[src/rtl/mem_arbiter_pkg.sv]
`default_nettype none
// ============================================================================
//  Module   : mem_arbiter_pkg
//  Purpose  : Shared types and constants for the code/data memory arbiter.
//  Revision : 1.0 - initial release
// ============================================================================
package mem_arbiter_pkg;

    localparam int DEFAULT_DEPTH = 4;
    localparam int ADDR_W        = 32;
    localparam int DATA_W        = 32;

    // Which upstream master a read belongs to; stored as the route tag.
    typedef enum logic {
        SRC_CODE = 1'b0,
        SRC_DATA = 1'b1
    } src_t;

    localparam logic [1:0] RESP_OKAY = 2'b00;

endpackage
`default_nettype wire

[src/rtl/mem_arbiter_if.sv]
`default_nettype none
// ============================================================================
//  Module   : mem_arbiter_if
//  Purpose  : AXI4-Lite channel bundle with master/slave views.
//  Revision : 1.0 - initial release
// ============================================================================
interface mem_arbiter_if;
    import mem_arbiter_pkg::*;

    logic [ADDR_W-1:0]   awaddr;
    logic [2:0]          awprot;
    logic                awvalid;
    logic                awready;
    logic [DATA_W-1:0]   wdata;
    logic [DATA_W/8-1:0] wstrb;
    logic                wvalid;
    logic                wready;
    logic [1:0]          bresp;
    logic                bvalid;
    logic                bready;
    logic [ADDR_W-1:0]   araddr;
    logic [2:0]          arprot;
    logic                arvalid;
    logic                arready;
    logic [DATA_W-1:0]   rdata;
    logic [1:0]          rresp;
    logic                rvalid;
    logic                rready;

    modport master (
        output awaddr, awprot, awvalid, input awready,
        output wdata, wstrb, wvalid,    input wready,
        input  bresp, bvalid,           output bready,
        output araddr, arprot, arvalid, input arready,
        input  rdata, rresp, rvalid,    output rready
    );

    modport slave (
        input  awaddr, awprot, awvalid, output awready,
        input  wdata, wstrb, wvalid,    output wready,
        output bresp, bvalid,           input bready,
        input  araddr, arprot, arvalid, output arready,
        output rdata, rresp, rvalid,    input rready
    );

endinterface
`default_nettype wire

[src/rtl/mem_arbiter_route_fifo.sv]
`default_nettype none
// ============================================================================
//  Module   : mem_arbiter_route_fifo
//  Purpose  : DEPTH-entry FIFO of source tags recording read issue order.
//  Revision : 1.0 - initial release
// ============================================================================
module mem_arbiter_route_fifo
    import mem_arbiter_pkg::*;
#(
    parameter int DEPTH = DEFAULT_DEPTH
) (
    input  wire  clk,
    input  wire  resetn,
    input  wire  push_i,
    input  src_t push_tag_i,
    input  wire  pop_i,
    output logic full_o,
    output logic empty_o,
    output src_t head_o
);

    localparam int               PTR_W    = (DEPTH > 1) ? $clog2(DEPTH) : 1;
    localparam int               CNT_W    = $clog2(DEPTH + 1);
    localparam logic [PTR_W-1:0] PTR_LAST = PTR_W'(DEPTH - 1);
    localparam logic [CNT_W-1:0] CNT_FULL = CNT_W'(DEPTH);

    src_t             slots_q [DEPTH];
    logic [PTR_W-1:0] wr_ptr_q, wr_ptr_d;
    logic [PTR_W-1:0] rd_ptr_q, rd_ptr_d;
    logic [CNT_W-1:0] count_q, count_d;
    logic             do_push, do_pop;

    assign full_o  = (count_q == CNT_FULL);
    assign empty_o = (count_q == '0);
    assign head_o  = slots_q[rd_ptr_q];
    assign do_push = push_i && !full_o;
    assign do_pop  = pop_i && !empty_o;

    // Next pointer/count values; pointers wrap at DEPTH, not at a power of two.
    always_comb begin
        wr_ptr_d = wr_ptr_q;
        rd_ptr_d = rd_ptr_q;
        count_d  = count_q;
        if (do_push) begin
            wr_ptr_d = (wr_ptr_q == PTR_LAST) ? '0 : wr_ptr_q + 1'b1;
        end
        if (do_pop) begin
            rd_ptr_d = (rd_ptr_q == PTR_LAST) ? '0 : rd_ptr_q + 1'b1;
        end
        case ({do_push, do_pop})
            2'b10:   count_d = count_q + 1'b1;
            2'b01:   count_d = count_q - 1'b1;
            default: count_d = count_q;
        endcase
    end

    // Pointer and occupancy state, cleared asynchronously.
    always_ff @(posedge clk or negedge resetn) begin
        if (!resetn) begin
            wr_ptr_q <= '0;
            rd_ptr_q <= '0;
            count_q  <= '0;
        end else begin
            wr_ptr_q <= wr_ptr_d;
            rd_ptr_q <= rd_ptr_d;
            count_q  <= count_d;
        end
    end

    // Tag storage; contents are only meaningful while counted, so no reset.
    always_ff @(posedge clk) begin
        if (do_push) begin
            slots_q[wr_ptr_q] <= push_tag_i;
        end
    end

endmodule
`default_nettype wire

[src/rtl/mem_arbiter.sv]
`default_nettype none
// ============================================================================
//  Module   : mem_arbiter
//  Purpose  : Round-robin read arbiter sharing one AXI4-Lite port between
//             instruction fetch (read-only) and load/store masters.
//  Revision : 1.0 - initial release
// ============================================================================
module mem_arbiter
    import mem_arbiter_pkg::*;
#(
    parameter int DEPTH = DEFAULT_DEPTH
) (
    input  wire            clk,
    input  wire            resetn,
    mem_arbiter_if.slave   code,
    mem_arbiter_if.slave   data,
    mem_arbiter_if.master  mem
);

    localparam logic [0:0] ST_IDLE  = 1'b0;
    localparam logic [0:0] ST_ISSUE = 1'b1;

    logic [0:0]        state_q, state_d;
    src_t              last_q, last_d;
    logic [ADDR_W-1:0] araddr_q, araddr_d;
    logic [2:0]        arprot_q, arprot_d;

    src_t grant;
    logic ar_take;
    logic fifo_full, fifo_empty;
    src_t fifo_head;
    logic r_pop;

    // Pick a requester; acceptance is blocked in reset, in ISSUE and when full.
    always_comb begin
        grant   = SRC_CODE;
        ar_take = 1'b0;
        if (resetn && (state_q == ST_IDLE) && !fifo_full) begin
            if (code.arvalid && data.arvalid) begin
                grant   = (last_q == SRC_CODE) ? SRC_DATA : SRC_CODE;
                ar_take = 1'b1;
            end else if (code.arvalid) begin
                grant   = SRC_CODE;
                ar_take = 1'b1;
            end else if (data.arvalid) begin
                grant   = SRC_DATA;
                ar_take = 1'b1;
            end
        end
    end

    assign code.arready = ar_take && (grant == SRC_CODE);
    assign data.arready = ar_take && (grant == SRC_DATA);

    // AR FSM: capture the granted request, then hold it on mem until accepted.
    always_comb begin
        state_d  = state_q;
        last_d   = last_q;
        araddr_d = araddr_q;
        arprot_d = arprot_q;
        case (state_q)
            ST_IDLE: begin
                if (ar_take) begin
                    state_d  = ST_ISSUE;
                    last_d   = grant;
                    araddr_d = (grant == SRC_DATA) ? data.araddr : code.araddr;
                    arprot_d = (grant == SRC_DATA) ? data.arprot : code.arprot;
                end
            end
            ST_ISSUE: begin
                if (mem.arready) begin
                    state_d = ST_IDLE;
                end
            end
            default: state_d = ST_IDLE;
        endcase
    end

    // AR register and round-robin history; last starts at CODE so data wins first tie.
    always_ff @(posedge clk or negedge resetn) begin
        if (!resetn) begin
            state_q  <= ST_IDLE;
            last_q   <= SRC_CODE;
            araddr_q <= '0;
            arprot_q <= '0;
        end else begin
            state_q  <= state_d;
            last_q   <= last_d;
            araddr_q <= araddr_d;
            arprot_q <= arprot_d;
        end
    end

    assign mem.arvalid = (state_q == ST_ISSUE);
    assign mem.araddr  = araddr_q;
    assign mem.arprot  = arprot_q;

    mem_arbiter_route_fifo #(
        .DEPTH (DEPTH)
    ) u_route_fifo (
        .clk        (clk),
        .resetn     (resetn),
        .push_i     (ar_take),
        .push_tag_i (grant),
        .pop_i      (r_pop),
        .full_o     (fifo_full),
        .empty_o    (fifo_empty),
        .head_o     (fifo_head)
    );

    // R beats go to the master at the FIFO head; nothing is accepted when empty.
    assign code.rvalid = !fifo_empty && (fifo_head == SRC_CODE) && mem.rvalid;
    assign data.rvalid = !fifo_empty && (fifo_head == SRC_DATA) && mem.rvalid;
    assign code.rdata  = mem.rdata;
    assign code.rresp  = mem.rresp;
    assign data.rdata  = mem.rdata;
    assign data.rresp  = mem.rresp;
    assign mem.rready  = !fifo_empty &&
                         ((fifo_head == SRC_CODE) ? code.rready : data.rready);
    assign r_pop       = mem.rvalid && mem.rready;

    // Data-side writes pass straight through.
    assign mem.awaddr   = data.awaddr;
    assign mem.awprot   = data.awprot;
    assign mem.awvalid  = data.awvalid;
    assign data.awready = mem.awready;
    assign mem.wdata    = data.wdata;
    assign mem.wstrb    = data.wstrb;
    assign mem.wvalid   = data.wvalid;
    assign data.wready  = mem.wready;
    assign data.bresp   = mem.bresp;
    assign data.bvalid  = mem.bvalid;
    assign mem.bready   = data.bready;

    // Fetch never writes: its write channels are held idle.
    assign code.awready = 1'b0;
    assign code.wready  = 1'b0;
    assign code.bvalid  = 1'b0;
    assign code.bresp   = RESP_OKAY;

endmodule
`default_nettype wire
[src/flat_wrapper.sv]
// flat-port wrapper written by rule: the top's interface ports become plain ports
module mem_arbiter_flat import mem_arbiter_pkg::*;
#(
    parameter int DEPTH = DEFAULT_DEPTH
)
  (clk, resetn, code_awaddr, code_awprot, code_awvalid, code_awready, code_wdata, code_wstrb, code_wvalid, code_wready, code_bresp, code_bvalid, code_bready, code_araddr, code_arprot, code_arvalid, code_arready, code_rdata, code_rresp, code_rvalid, code_rready, data_awaddr, data_awprot, data_awvalid, data_awready, data_wdata, data_wstrb, data_wvalid, data_wready, data_bresp, data_bvalid, data_bready, data_araddr, data_arprot, data_arvalid, data_arready, data_rdata, data_rresp, data_rvalid, data_rready, mem_awaddr, mem_awprot, mem_awvalid, mem_awready, mem_wdata, mem_wstrb, mem_wvalid, mem_wready, mem_bresp, mem_bvalid, mem_bready, mem_araddr, mem_arprot, mem_arvalid, mem_arready, mem_rdata, mem_rresp, mem_rvalid, mem_rready);
  mem_arbiter_if code_i ();
  mem_arbiter_if data_i ();
  mem_arbiter_if mem_i ();
  input  wire clk;
  input  wire resetn;
  input wire logic [$bits(code_i.awaddr)-1:0] code_awaddr;
  input wire logic [$bits(code_i.awprot)-1:0] code_awprot;
  input wire logic [$bits(code_i.awvalid)-1:0] code_awvalid;
  output wire logic [$bits(code_i.awready)-1:0] code_awready;
  input wire logic [$bits(code_i.wdata)-1:0] code_wdata;
  input wire logic [$bits(code_i.wstrb)-1:0] code_wstrb;
  input wire logic [$bits(code_i.wvalid)-1:0] code_wvalid;
  output wire logic [$bits(code_i.wready)-1:0] code_wready;
  output wire logic [$bits(code_i.bresp)-1:0] code_bresp;
  output wire logic [$bits(code_i.bvalid)-1:0] code_bvalid;
  input wire logic [$bits(code_i.bready)-1:0] code_bready;
  input wire logic [$bits(code_i.araddr)-1:0] code_araddr;
  input wire logic [$bits(code_i.arprot)-1:0] code_arprot;
  input wire logic [$bits(code_i.arvalid)-1:0] code_arvalid;
  output wire logic [$bits(code_i.arready)-1:0] code_arready;
  output wire logic [$bits(code_i.rdata)-1:0] code_rdata;
  output wire logic [$bits(code_i.rresp)-1:0] code_rresp;
  output wire logic [$bits(code_i.rvalid)-1:0] code_rvalid;
  input wire logic [$bits(code_i.rready)-1:0] code_rready;
  input wire logic [$bits(data_i.awaddr)-1:0] data_awaddr;
  input wire logic [$bits(data_i.awprot)-1:0] data_awprot;
  input wire logic [$bits(data_i.awvalid)-1:0] data_awvalid;
  output wire logic [$bits(data_i.awready)-1:0] data_awready;
  input wire logic [$bits(data_i.wdata)-1:0] data_wdata;
  input wire logic [$bits(data_i.wstrb)-1:0] data_wstrb;
  input wire logic [$bits(data_i.wvalid)-1:0] data_wvalid;
  output wire logic [$bits(data_i.wready)-1:0] data_wready;
  output wire logic [$bits(data_i.bresp)-1:0] data_bresp;
  output wire logic [$bits(data_i.bvalid)-1:0] data_bvalid;
  input wire logic [$bits(data_i.bready)-1:0] data_bready;
  input wire logic [$bits(data_i.araddr)-1:0] data_araddr;
  input wire logic [$bits(data_i.arprot)-1:0] data_arprot;
  input wire logic [$bits(data_i.arvalid)-1:0] data_arvalid;
  output wire logic [$bits(data_i.arready)-1:0] data_arready;
  output wire logic [$bits(data_i.rdata)-1:0] data_rdata;
  output wire logic [$bits(data_i.rresp)-1:0] data_rresp;
  output wire logic [$bits(data_i.rvalid)-1:0] data_rvalid;
  input wire logic [$bits(data_i.rready)-1:0] data_rready;
  output wire logic [$bits(mem_i.awaddr)-1:0] mem_awaddr;
  output wire logic [$bits(mem_i.awprot)-1:0] mem_awprot;
  output wire logic [$bits(mem_i.awvalid)-1:0] mem_awvalid;
  input wire logic [$bits(mem_i.awready)-1:0] mem_awready;
  output wire logic [$bits(mem_i.wdata)-1:0] mem_wdata;
  output wire logic [$bits(mem_i.wstrb)-1:0] mem_wstrb;
  output wire logic [$bits(mem_i.wvalid)-1:0] mem_wvalid;
  input wire logic [$bits(mem_i.wready)-1:0] mem_wready;
  input wire logic [$bits(mem_i.bresp)-1:0] mem_bresp;
  input wire logic [$bits(mem_i.bvalid)-1:0] mem_bvalid;
  output wire logic [$bits(mem_i.bready)-1:0] mem_bready;
  output wire logic [$bits(mem_i.araddr)-1:0] mem_araddr;
  output wire logic [$bits(mem_i.arprot)-1:0] mem_arprot;
  output wire logic [$bits(mem_i.arvalid)-1:0] mem_arvalid;
  input wire logic [$bits(mem_i.arready)-1:0] mem_arready;
  input wire logic [$bits(mem_i.rdata)-1:0] mem_rdata;
  input wire logic [$bits(mem_i.rresp)-1:0] mem_rresp;
  input wire logic [$bits(mem_i.rvalid)-1:0] mem_rvalid;
  output wire logic [$bits(mem_i.rready)-1:0] mem_rready;
  assign code_i.awaddr = code_awaddr;
  assign code_i.awprot = code_awprot;
  assign code_i.awvalid = code_awvalid;
  assign code_awready = code_i.awready;
  assign code_i.wdata = code_wdata;
  assign code_i.wstrb = code_wstrb;
  assign code_i.wvalid = code_wvalid;
  assign code_wready = code_i.wready;
  assign code_bresp = code_i.bresp;
  assign code_bvalid = code_i.bvalid;
  assign code_i.bready = code_bready;
  assign code_i.araddr = code_araddr;
  assign code_i.arprot = code_arprot;
  assign code_i.arvalid = code_arvalid;
  assign code_arready = code_i.arready;
  assign code_rdata = code_i.rdata;
  assign code_rresp = code_i.rresp;
  assign code_rvalid = code_i.rvalid;
  assign code_i.rready = code_rready;
  assign data_i.awaddr = data_awaddr;
  assign data_i.awprot = data_awprot;
  assign data_i.awvalid = data_awvalid;
  assign data_awready = data_i.awready;
  assign data_i.wdata = data_wdata;
  assign data_i.wstrb = data_wstrb;
  assign data_i.wvalid = data_wvalid;
  assign data_wready = data_i.wready;
  assign data_bresp = data_i.bresp;
  assign data_bvalid = data_i.bvalid;
  assign data_i.bready = data_bready;
  assign data_i.araddr = data_araddr;
  assign data_i.arprot = data_arprot;
  assign data_i.arvalid = data_arvalid;
  assign data_arready = data_i.arready;
  assign data_rdata = data_i.rdata;
  assign data_rresp = data_i.rresp;
  assign data_rvalid = data_i.rvalid;
  assign data_i.rready = data_rready;
  assign mem_awaddr = mem_i.awaddr;
  assign mem_awprot = mem_i.awprot;
  assign mem_awvalid = mem_i.awvalid;
  assign mem_i.awready = mem_awready;
  assign mem_wdata = mem_i.wdata;
  assign mem_wstrb = mem_i.wstrb;
  assign mem_wvalid = mem_i.wvalid;
  assign mem_i.wready = mem_wready;
  assign mem_i.bresp = mem_bresp;
  assign mem_i.bvalid = mem_bvalid;
  assign mem_bready = mem_i.bready;
  assign mem_araddr = mem_i.araddr;
  assign mem_arprot = mem_i.arprot;
  assign mem_arvalid = mem_i.arvalid;
  assign mem_i.arready = mem_arready;
  assign mem_i.rdata = mem_rdata;
  assign mem_i.rresp = mem_rresp;
  assign mem_i.rvalid = mem_rvalid;
  assign mem_rready = mem_i.rready;
  mem_arbiter #(.DEPTH(DEPTH)) u_core (.clk(clk), .resetn(resetn), .code(code_i), .data(data_i), .mem(mem_i));
endmodule
[config.mk]
export PLATFORM = sky130hd
export DESIGN_NAME = mem_arbiter_flat
export DESIGN_NICKNAME = d
export VERILOG_FILES = /design/src/rtl/mem_arbiter_pkg.sv /design/src/rtl/mem_arbiter_if.sv /design/src/rtl/mem_arbiter_route_fifo.sv /design/src/rtl/mem_arbiter.sv /design/src/flat_wrapper.sv
export SDC_FILE = /design/constraint.sdc
export NUM_CORES = 1
export LEC_CHECK = 0
export CAP_MARGIN = 25
export CORE_AREA = 3 3 177 179
export DETAILED_ROUTE_END_ITERATION = 6
export DIE_AREA = 0 0 180 182
export REMOVE_ABC_BUFFERS = 1
export SYNTH_ARGS = -nofsm -noshare
export SYNTH_HDL_FRONTEND = slang
export SYNTH_SLANG_ARGS = --single-unit
[constraint.sdc]
create_clock -name clk -period 3.5 [get_ports clk]
set_clock_uncertainty 0.05 [all_clocks]
set_input_delay 0.525 -clock clk [delete_from_list [all_inputs] [get_ports clk]]
set_output_delay 0.525 -clock clk [all_outputs]
set_load 0.02 [all_outputs]
==> results_dict.tcl, run 1 <==
set metrics [dict create \
    yosysTopAreaCell "buf_4" \
    cp-startpoint "u_core.u_route_fifo.rd_ptr_q[0]" \
    grtUsageTotal 0.178 \
    synth_area_mm2 0.00379 \
    clock_sinks 48 \
    grt_pass1_wl_mm 35.3 \
    vias_per_cell 3.22 \
    worst_setup_path_start_kind "flip-flop" \
    synth.avg_cell_area_um2 11.5 \
    initial_core_util 0.127 \
    fin_hold_ws_ns 0.371 \
    status "finished, final reports clean" \
    final_common_cell "clkdlybuf4s50_1" \
    ctsHoldBuffers 0 \
    pin_count 458 \
    num_rows 63 \
    antenna_found_initial 2 \
    slew_headroom 0.480 \
    ir_drop_mv 0.257 \
    crit_type "reg -> out" \
    worst_slack_ns 0.620 \
    setup.worst_path.end_class "output port" \
    syn_inst 329 \
    vias 2229 \
    synth_flop_cell "dfrtp_1" \
    final_util 0.149 \
    die_x_um 180 \
    post-dp-hpwl_mm 28.3 \
    antenna_cells 0 \
    htree_num_levels 2 \
    p_leak_nw 1.71 \
    p_per_area_mw_per_mm2 744 \
    nNetsFinal 573 \
    finalSetupViolCount 0 \
    cts_setup_buffers 0 \
    drt-total-wl_mm 30.5 \
    cts_resized 0 \
    async_flop_share 0.917 \
    drive_above_1_share 0.301 \
    yosysWarnings 0 \
    clock_path_buffers 2 \
    numPortBuffers 118 \
    clockRootBuffer "clkbuf_16" \
    arrival_ns 2.31 \
    worst_slew_pin_slew_ns 0.780 \
    grt_max_degree 45 \
    ys_seq_area_frac 0.322 \
    reg2reg_from "u_core.u_route_fifo.rd_ptr_q[0]" \
    synth_seq_cells 48 \
    fmax_ghz 0.347 \
    synth_area_leaders "buf_4 (30%), dfrtp_1 (29%), mux2_4 (14%)" \
    cp_max_fo 4 \
    rsz0062_at_grt "false" \
    cp.required_ns 2.92 \
    r2r_setup_slack_ns 0.97 \
    cts_tree "built" \
    period_needed_ns 2.88 \
    r2r-end "u_core.u_route_fifo.count_q[2]" \
    grt_pass1_vias 2189 \
    synth_edf_count 4 \
    ff2ff_path_depth 8 \
    cts_buffers 5 \
    clk-insertion-delay-late_ns 0.30 \
    design.core.area_mm2 0.0297 \
    final_cell_mix "clkdlybuf4s50_1 (117), dfrtp_1 (44), mux2_2 (39)" \
    dp_slack_ns 0.762 \
    crit_end "mem_rready" \
    hp-class "in -> async" \
    die_y_um 182 \
    remaining_drc_errors 0 \
    area_growth_pct 16.6 \
    slew_violations 0 \
    max-cap-violations 0 \
    drtAntennaViolNets 0 \
    die_area_mm2 0.0328 \
    ys_types 30 \
    grt_overflow 0 \
    path_clk_slew_ns 0.08 \
    wire_per_inst_um 44.0 \
    gp_congestion 0.999 \
    min_period_over_period 0.823 \
    hold_viol 0 \
    synth_top_cell_area_share 0.301 \
    firstDrtPassIters 4 \
    drt_iter0_drc 73 \
]
critical path: stages, from the launching register on:
cell and delay, ns:
dfrtp_1 0.41, mux4_2 0.59, mux2i_1 0.15, nor2_1 0.16
clkdlybuf4s50_1 0.69
flip-flops by register name, summed over array words and instances (netlist names):
| name | cells |
|---|---|
| u_core.u_route_fifo.slots_q | 4 |
| u_core.last_q | 1 |
| u_core.u_route_fifo.wr_ptr_q | 2 |
| u_core.mem.arvalid | 1 |
| u_core.mem.arprot | 3 |
| u_core.u_route_fifo.count_q | 3 |
| u_core.u_route_fifo.rd_ptr_q | 2 |
| u_core.mem.araddr | 32 |
metrics by stage:
stage | setup TNS, ns | cell area (um2) | total power [W] | cells
after floorplan | -24.86 | 2560 | 0.00202 | 172
after global placement | 0 | 4270 | 0.00278 | 684
after detailed placement | 0 | 4270 | 0.00279 | 684
after CTS | 0 | 4420 | 0.00334 | 692
after global routing | 0 | 4420 | 0.00348 | 692
final | 0 | 4420 | 0.00329 | 692
logic make-up (layout without fill, tap and decap cells):
logic type | Yosys count | count (layout) | share of synthesized area
buffers and inverters | 168 | 137 | 0.335
muxes | 78 | 78 | 0.270
DFF | 48 | 48 | 0.322
and+or+nand+nor | 17 | 17 | 0.0251
adders and majority gates | 7 | 7 | 0.0251
AOI/OAI and AO/OA | 7 | 7 | 0.0145
xor gates and xnor gates | 3 | 3 | 0.00694
other | 1 | 5 | 0.000990
cell usage after synthesis, types with 2 or more instances:
cell      count
buf_2         4
inv_1         7
mux2_4       35
buf_12        3
o311ai_0      2
edfxtp_1      4
nor2_1        6
and2_1        4
mux2_2       39
dfrtp_1      44
buf_4       152
ha_1          6
xor2_1        2
buf_6         2
nor2b_1       2
mux2i_1       2
and3_1        2
where the power goes:
| group | leakage [nW] | total [W] | switching, W | internal (W) |
|---|---|---|---|---|
| Sequential | 0.555 | 0.00103 | 0.000202 | 0.000832 |
| Combinational | 1.09 | 0.00174 | 0.000754 | 0.000987 |
| Clock | 0.0671 | 0.000511 | 0.000243 | 0.000268 |
| Total | 1.71 | 0.00329 | 0.00120 | 0.00209 |
per-layer routing:
layer,track usage,share of wire,vias up
met5,0.0252,0.0038,-
met2,0.287,0.45,312
met4,0.211,0.16,4
met1,0.0760,0.15,945
met3,0.199,0.23,98
li1,-,-,870
layout make-up:
type | instances | area (um2)
fill | 3296 | 25300
multi-input combinational | 117 | 1330
sequential | 48 | 1220
timing repair buffer | 122 | 1210
tap | 390 | 488
clock buffer | 6 | 129
inverter | 7 | 26.3
clock inverter | 2 | 16.3
how the worst min path moves through the flow:
stage                               start                    end  slack [ns]  cells after the start
finish                             resetn  u_core.mem.araddr[28]        0.37                      2
global route                       resetn   u_core.mem.araddr[7]        0.44                      2
CTS                                resetn   u_core.mem.araddr[7]        0.42                      2
detailed placement  u_core.mem.araddr[15]  u_core.mem.araddr[15]        0.44                      1
global placement    u_core.mem.araddr[24]  u_core.mem.araddr[24]        0.44                      1
floorplan                          resetn          u_core.last_q        0.18                      0
No activity file was read; power rests on OpenSTA's default activity.
==> inputs of run 2 (changes only) <==
CORE_AREA = 3 3 178 180   (was 3 3 177 179)
DIE_AREA = 0 0 181 183   (was 0 0 180 182)
clock period = 2.5 ns   (was 3.5 ns; I/O delays follow)
==> results_dict.tcl, run 2 (synthesis gave the netlist of run 1 again) <==
set metrics [dict create \
    worst_setup_path_start_kind "flip-flop" \
    drt_iter0_drc 55 \
    multiInputGateArea_mm2 0.00133 \
    regArea_mm2 0.00122 \
    wire_per_inst_um 43.0 \
    status "finished, final reports clean" \
    numPortBuffers 118 \
    fmax_ghz 0.410 \
    finalSetupViolCount 0 \
    die_y_um 183 \
    die_area_mm2 0.0331 \
    crit_path_top_delay_cell "mux4_2" \
    path_delay_family "multiplexers" \
    initial_core_util 0.125 \
    final_cell_mix "clkdlybuf4s50_1 (114), dfrtp_1 (44), mux2_2 (39)" \
    placed_cell_area_mm2 0.00432 \
    pin_count 458 \
    largest_reg_flops 32 \
    final_cells 704 \
    hold_viol 0 \
    grt_pass1_wl_mm 35.2 \
    area_growth_pct 19.1 \
    antenna_found_initial 1 \
    grt_overflow 0 \
    clock_sinks 48 \
    cp.required_ns 2.08 \
    cp_max_fo 4 \
    design.core.area_mm2 0.0303 \
    clock_path_buffers 2 \
    grt_pass1_vias 2276 \
    crit_type "reg -> out" \
    grt_max_degree 45 \
    critPathMaxStageDelay_ns 0.60 \
    vias 2231 \
    clockRootBuffer "clkbuf_16" \
    slew_violations 0 \
    nNetsFinal 579 \
    worst_slew_pin_slew_ns 0.678 \
    drt-total-wl_mm 30.2 \
    drive_above_1_share 0.321 \
    arrival_ns 2.01 \
    ir_drop_mv 0.418 \
    num_rows 64 \
    p_per_area_mw_per_mm2 1050 \
    path_clk_slew_ns 0.07 \
    fin_area_mm2 0.00451 \
    period_needed_ns 2.44 \
    die_x_um 181 \
    remaining_drc_errors 0 \
    post-dp-hpwl_mm 28.0 \
    drtAntennaViolNets 0 \
    hp-class "in -> async" \
    min_period_over_period 0.975 \
    fillers 3367 \
    antenna_cells 0 \
    firstDrtPassIters 4 \
    placedCellCount 694 \
    htree_num_levels 2 \
    cts_buffers 5 \
    final_common_cell "clkdlybuf4s50_1" \
    slew_headroom 0.548 \
    gp_congestion 0.988 \
    max-cap-violations 0 \
    cts_tree "built" \
    grtUsageTotal 0.175 \
    clk-insertion-delay-late_ns 0.30 \
    worstPathBufferInverterCount 2 \
    p_leak_nw 1.77 \
    rsz0062_at_grt "true" \
    vias_per_cell 3.17 \
    path_cells "mux4_2 > mux2i_1 > nor2_1 > buf_4 > clkdlybuf4s15_2" \
    setup.worst_path.end_class "output port" \
]
run 2: power by group:
part	leakage [nW]	switching, W	internal (W)
clock	0.0814	0.000330	0.000472
combinational	1.14	0.00107	0.00142
sequential	0.555	0.000263	0.00116
total	1.77	0.00166	0.00306
run 2: path summary, 6_finish.rpt:
kind                                            startpoint                              to  slack [ns]  cells after the start
setup / recovery           u_core.u_route_fifo.rd_ptr_q[0]                      mem_rready        0.06                      5
hold / removal                                      resetn           u_core.mem.araddr[20]        0.25                      2
setup reg to reg           u_core.u_route_fifo.rd_ptr_q[0]  u_core.u_route_fifo.count_q[2]        0.08                      8
hold reg to reg                      u_core.mem.araddr[17]           u_core.mem.araddr[17]        0.46                      1
max in group asynchronous                           resetn            u_core.mem.araddr[8]        1.66                      2
min in group clk                     u_core.mem.araddr[17]           u_core.mem.araddr[17]        0.46                      1
run 2: timing repair:
item,CTS,global route
endpoints found under the setup margin,2,4
resized for setup,4,2
hold buffers,0,0
pin swaps,0,1
buffers inserted,0,2
run 2: metrics by stage:
| step | setup TNS, ns | power, W | setup slack, ns | util | hold slack (ns) |
|---|---|---|---|---|---|
| floorplan | -61.71 | 0.00283 | -1.55 | - | 0.0294 |
| global placement | -0.000768 | 0.00392 | -0.000768 | 0.142 | 0.441 |
| detailed placement | -0.000588 | 0.00393 | -0.000588 | 0.142 | 0.442 |
| CTS | -0.000799 | 0.00479 | -0.000799 | 0.148 | 0.258 |
| global route | -0.0563 | 0.00501 | -0.0476 | 0.149 | 0.277 |
| finish | 0 | 0.00472 | 0.0624 | 0.149 | 0.246 |
run 2: final cells by class:
class,count,area share
Timing Repair Buffer,128,0.281
Inverter,7,0.00583
Sequential cell,48,0.271
Tap cell,396,0.110
Clock buffer,5,0.0277
Multi-Input combinational cell,117,0.296
Clock inverter,3,0.00943
run 2: worst reg2reg max path, cell delays in order (launching register included):
cell	delay, ns
dfrtp_1	0.40
mux4_2	0.60
mux2i_2	0.25
ha_2	0.21
inv_1	0.06
fa_1	0.38
xor2_1	0.15
nor2_1	0.11
xor2_1	0.14
run 2: metal layers:
layer  vias to the layer above  part of all wire  global-route usage
li1                        889                 -                   -
met1                       957              0.16              0.0838
met2                       317              0.48               0.305
met3                        64              0.24               0.193
met4                         4              0.12               0.151
met5                         -            0.0018              0.0114
